===== src/rtl/mux_scan_ctrl.sv =====
// Scan controller for a 16:1 mux: steps the select lines, waits a settle time per
// position, assembles the sampled bits into a word and hands it off with valid/ready.
module mux_scan_ctrl #(
  parameter int unsigned SETTLE_CYCLES = 1
) (
  input  logic        clk,
  input  logic        rst_n,
  input  logic        start,
  input  logic        cont,
  output logic [3:0]  mux_select,
  input  logic        mux_data,
  output logic        busy,
  output logic [15:0] word_out,
  output logic        word_valid,
  input  logic        word_ready
);

  typedef enum logic [1:0] {
    IDLE   = 2'd0,
    SETTLE = 2'd1,
    SAMPLE = 2'd2,
    HOLD   = 2'd3
  } state_t;

  localparam logic [3:0] SETTLE_LOAD = 4'(SETTLE_CYCLES);
  // With no settle time the state after a select change is SAMPLE directly.
  localparam state_t FIRST_STATE = (SETTLE_CYCLES == 32'd0) ? SAMPLE : SETTLE;

  state_t      state_r;
  logic [3:0]  cnt_r;
  logic [15:0] asm_r;

  function automatic logic [15:0] insert_bit(input logic [15:0] word,
                                             input logic [3:0]  idx,
                                             input logic        bit_val);
    logic [15:0] res;
    res      = word;
    res[idx] = bit_val;
    return res;
  endfunction

  // Scan FSM with all outputs registered.
  always_ff @(posedge clk) begin
    if (!rst_n) begin
      state_r    <= IDLE;
      mux_select <= 4'd0;
      word_out   <= 16'h0000;
      word_valid <= 1'b0;
      busy       <= 1'b0;
      cnt_r      <= 4'd0;
      asm_r      <= 16'h0000;
    end else begin
      case (state_r)
        IDLE: begin
          mux_select <= 4'd0;
          word_valid <= 1'b0;
          if (start) begin
            state_r <= FIRST_STATE;
            busy    <= 1'b1;
            cnt_r   <= SETTLE_LOAD;
            asm_r   <= 16'h0000;
          end else begin
            busy    <= 1'b0;
          end
        end

        SETTLE: begin
          // Leave on the edge where the count runs out so the sample lands on
          // edge (i+1)*(SETTLE_CYCLES+1).
          if (cnt_r <= 4'd1) begin
            state_r <= SAMPLE;
            cnt_r   <= 4'd0;
          end else begin
            cnt_r   <= cnt_r - 4'd1;
          end
        end

        SAMPLE: begin
          asm_r <= insert_bit(asm_r, mux_select, mux_data);
          if (mux_select == 4'd15) begin
            word_out   <= insert_bit(asm_r, mux_select, mux_data);
            word_valid <= 1'b1;
            state_r    <= HOLD;
          end else begin
            mux_select <= mux_select + 4'd1;
            cnt_r      <= SETTLE_LOAD;
            state_r    <= FIRST_STATE;
          end
        end

        HOLD: begin
          if (word_valid && word_ready) begin
            word_valid <= 1'b0;
            mux_select <= 4'd0;
            if (cont) begin
              state_r <= FIRST_STATE;
              cnt_r   <= SETTLE_LOAD;
              asm_r   <= 16'h0000;
            end else begin
              state_r <= IDLE;
              busy    <= 1'b0;
            end
          end else begin
            state_r <= HOLD;
          end
        end

        default: begin
          state_r    <= IDLE;
          mux_select <= 4'd0;
          word_valid <= 1'b0;
          busy       <= 1'b0;
          cnt_r      <= 4'd0;
          asm_r      <= 16'h0000;
        end
      endcase
    end
  end

endmodule


===== config.mk =====
export PLATFORM = sky130hd
export DESIGN_NAME = mux_scan_ctrl
export DESIGN_NICKNAME = d
export VERILOG_FILES = /design/src/rtl/mux_scan_ctrl.sv
export SDC_FILE = /design/constraint.sdc
export NUM_CORES = 1
export LEC_CHECK = 0
export CORE_MARGIN = 10
export CORE_UTILIZATION = 54
export CTS_CLUSTER_SIZE = 24
export DETAILED_ROUTE_END_ITERATION = 10
export GPL_TIMING_DRIVEN = 0
export PLACE_DENSITY = 0.79
export SLEW_MARGIN = 10
export SYNTH_ARGS = -nofsm -noshare
export SYNTH_HDL_FRONTEND = slang
export SYNTH_SLANG_ARGS = --single-unit

===== constraint.sdc =====
create_clock -name clk -period 2.1 [get_ports clk]
set_input_delay 0.315 -clock clk [delete_from_list [all_inputs] [get_ports clk]]
set_output_delay 0.315 -clock clk [all_outputs]
set_load 0.02 [all_outputs]

==> metrics.cfg <==
[sta]
setup_slack_ps = 329
worstMarginPinSlew_ps = 609
max_slew_margin_pct = 59.1
whs_ps = 424
tns_ps = 0
drv_slew = 0
fin_worst_skew_ps = 4.47
hold_viol = 0
period_share_pct = 84.3
rsz0062_at_grt = false
max_freq_mhz = 565
setup_viol = 0
period_minus_slack_ps = 1770

[global_routing]
grt_pass1_vias = 1514
antenna_found_initial = 0
grt_max_degree = 14
grt_overflow = 0
grt_usage_pct = 13.4
grt_pass1_wl_mm = 7.04

[place]
place_hpwl_mm = 3.09
dpl_cell_area_um2 = 2330
gp_congestion = 0.813
io_buffers = 26
place_inst = 281
pre_cts_slack_ps = 151

[layout]
syn2layout_area_growth_pct = 22.5
most-common-layout-cells = dfxtp_1 (43), nor2_1 (26), clkdlybuf4s50_1 (26)
stdcell_count = 289
layout-drive-gt1-share_pct = 10.8
nets = 252
antenna_cells = 0
final_common_cell = dfxtp_1
fin_util_pct = 67.8
fill_cells = 292
final_area_um2 = 2460

[floorplanning]
core-area_um2 = 3630
die_x_um = 81.0
dieArea_um2 = 6560
num_io_pins = 28
start_util_pct = 55.3
die_h_um = 81.0
rows = 22

[drt]
via_per_inst = 5.48
drtPass1Iterations = 4
ant_nets = 0
drc_errors = 0
drt_iter0_markers = 66
wirelength_mm = 4.18
wl_per_cell_um = 14.4
via_count = 1583

[pwr]
p_total_mw = 1.74
clkPwrFrac_pct = 43.0
power.internal_mw = 1.37
power_density_nw_per_um2 = 707
combPwrFrac_pct = 9.0
p_seq_share_pct = 48.1
p_leak_nw = 0.927
swShare_pct = 21.4
peakVddDrop_mv = 0.516
switchingPower_mw = 0.372

[setup_path]
crit_path_max_fanout = 10
cp_data_required_time_ps = 2300
start_kind = flip-flop
arrival_ps = 1970
rr_worst_depth = 7
critical_path_class = flip-flop to flip-flop
worst_setup_path_end_kind = flip-flop
r2r-start = mux_select[1]
rrSetupSlack_ps = 330
r2r_end = word_out[0]

[clocking]
h-tree-depth = 2
cts_resized = 0
worstSkewPairLatency_ps = 290
cts_max_path_buffers = 2
cts.sinks = 43
ctsHoldBuffers = 0
cts_setup_buffers = 0
path_clk_slew_ps = 80
cts_tree = yes
cts_root_buffer = clkbuf_8
numCtsBuffers = 5

[yosys]
ys_seq_elements = 43
async_flop_share_pct = 0
avgSynthCellArea_um2 = 9.71
synth_area_leaders = dfxtp_1 (43%), mux2i_1 (8.0%), o2bb2ai_1 (6.1%)
syn_nets = 219
synth_top_area_cell = dfxtp_1
synth_top_flop_cell = dfxtp_1
synth.top_cell.area_share_pct = 42.8
netlist_instances = 207
ys_types = 44
seq_area_frac_synth_pct = 42.8
synth_edf_count = 0
yosysWarnings = 0
netlist_area_um2 = 2010

[hold_path]
holdPathStages = 3
min_from = mux_data
holdPathEnd = asm_r[4]
hold_path.class = input port to flip-flop

[status]
status = finished, final reports clean

[flow_run]
maxCapViolCount = 0

-- flip-flops by register name, indices dropped and copies added (netlist names) --
| name | cells |
|---|---|
| asm_r | 15 |
| busy | 1 |
| cnt_r | 4 |
| mux_select | 4 |
| state_r | 2 |
| word_out | 16 |
| word_valid | 1 |
-- cell families after synthesis --
group	synth area share [%]
simple gates	16.7
compound gates	19.6
flops	42.8
buf+inv	8.15
mux	8.52
fa+ha+maj	3.73
xor+xnor	0.436
-- routing by layer --
layer,vias to the layer above,track usage [%],share of wire [%]
met5,-,0,0
met4,0,3.81,1.1
met3,5,5.08,6.2
met2,32,21.0,45
met1,736,16.8,48
li1,810,-,-
-- cells in the mapped netlist (2+ instances only) --
cell	instances
buf_6	4
a221oi_1	2
and2_1	2
a211oi_1	14
buf_2	4
ha_1	6
inv_1	6
nand3_1	8
o21ai_0	2
nor2b_1	2
mux2i_1	16
nand2_1	14
nor2_1	26
buf_8	2
nor3_1	2
and3_1	2
o31ai_1	2
nand3b_1	4
a22oi_1	2
o2bb2ai_1	14
clkbuf_1	5
dfxtp_1	43
a21oi_1	4
-- worst max-delay path, stage by stage (launching register included) --
cell and delay [ps]:
dfxtp_1 410, ha_1 320, and3_1 240, and2_4 160, buf_12 120, buf_8 130
nor2_1 40, a211oi_1 240
-- cell type report --
cell class                 count  area [um2]  area share [%]
clock buffer                   6        72.6            2.95
inverter                       6        22.5           0.914
tap                           48        60.1            2.44
clock inverter                 2        60.1            2.44
multi-input combinational    141         986            40.0
sequential                    43         861            34.9
buffer                        17         141            5.74
timing repair buffer          26         260            10.6
-- worst max path at each step --
stage          cells after the start  slack (ps)           from          end
2_1_floorplan                      6         420  mux_select[0]     cnt_r[1]
3_3_place_gp                       5         200          rst_n     cnt_r[3]
3_5_place_dp                       5         150          rst_n  word_out[0]
4_1_cts                            7         310  mux_select[1]  word_out[0]
5_1_grt                            7         180  mux_select[1]  word_out[0]
6_report                           7         330  mux_select[1]  word_out[0]
-- power by group through the flow --
stage	Clock, mW	Sequential (mW)	Combinational (mW)
final	0.748	0.837	0.156
after floorplan	0	0.858	0.110
after global routing	0.787	0.839	0.175
after global placement	0	0.856	0.154
after CTS	0.766	0.837	0.157
after detailed placement	0	0.856	0.156
(Power assumes the default switching activity.)
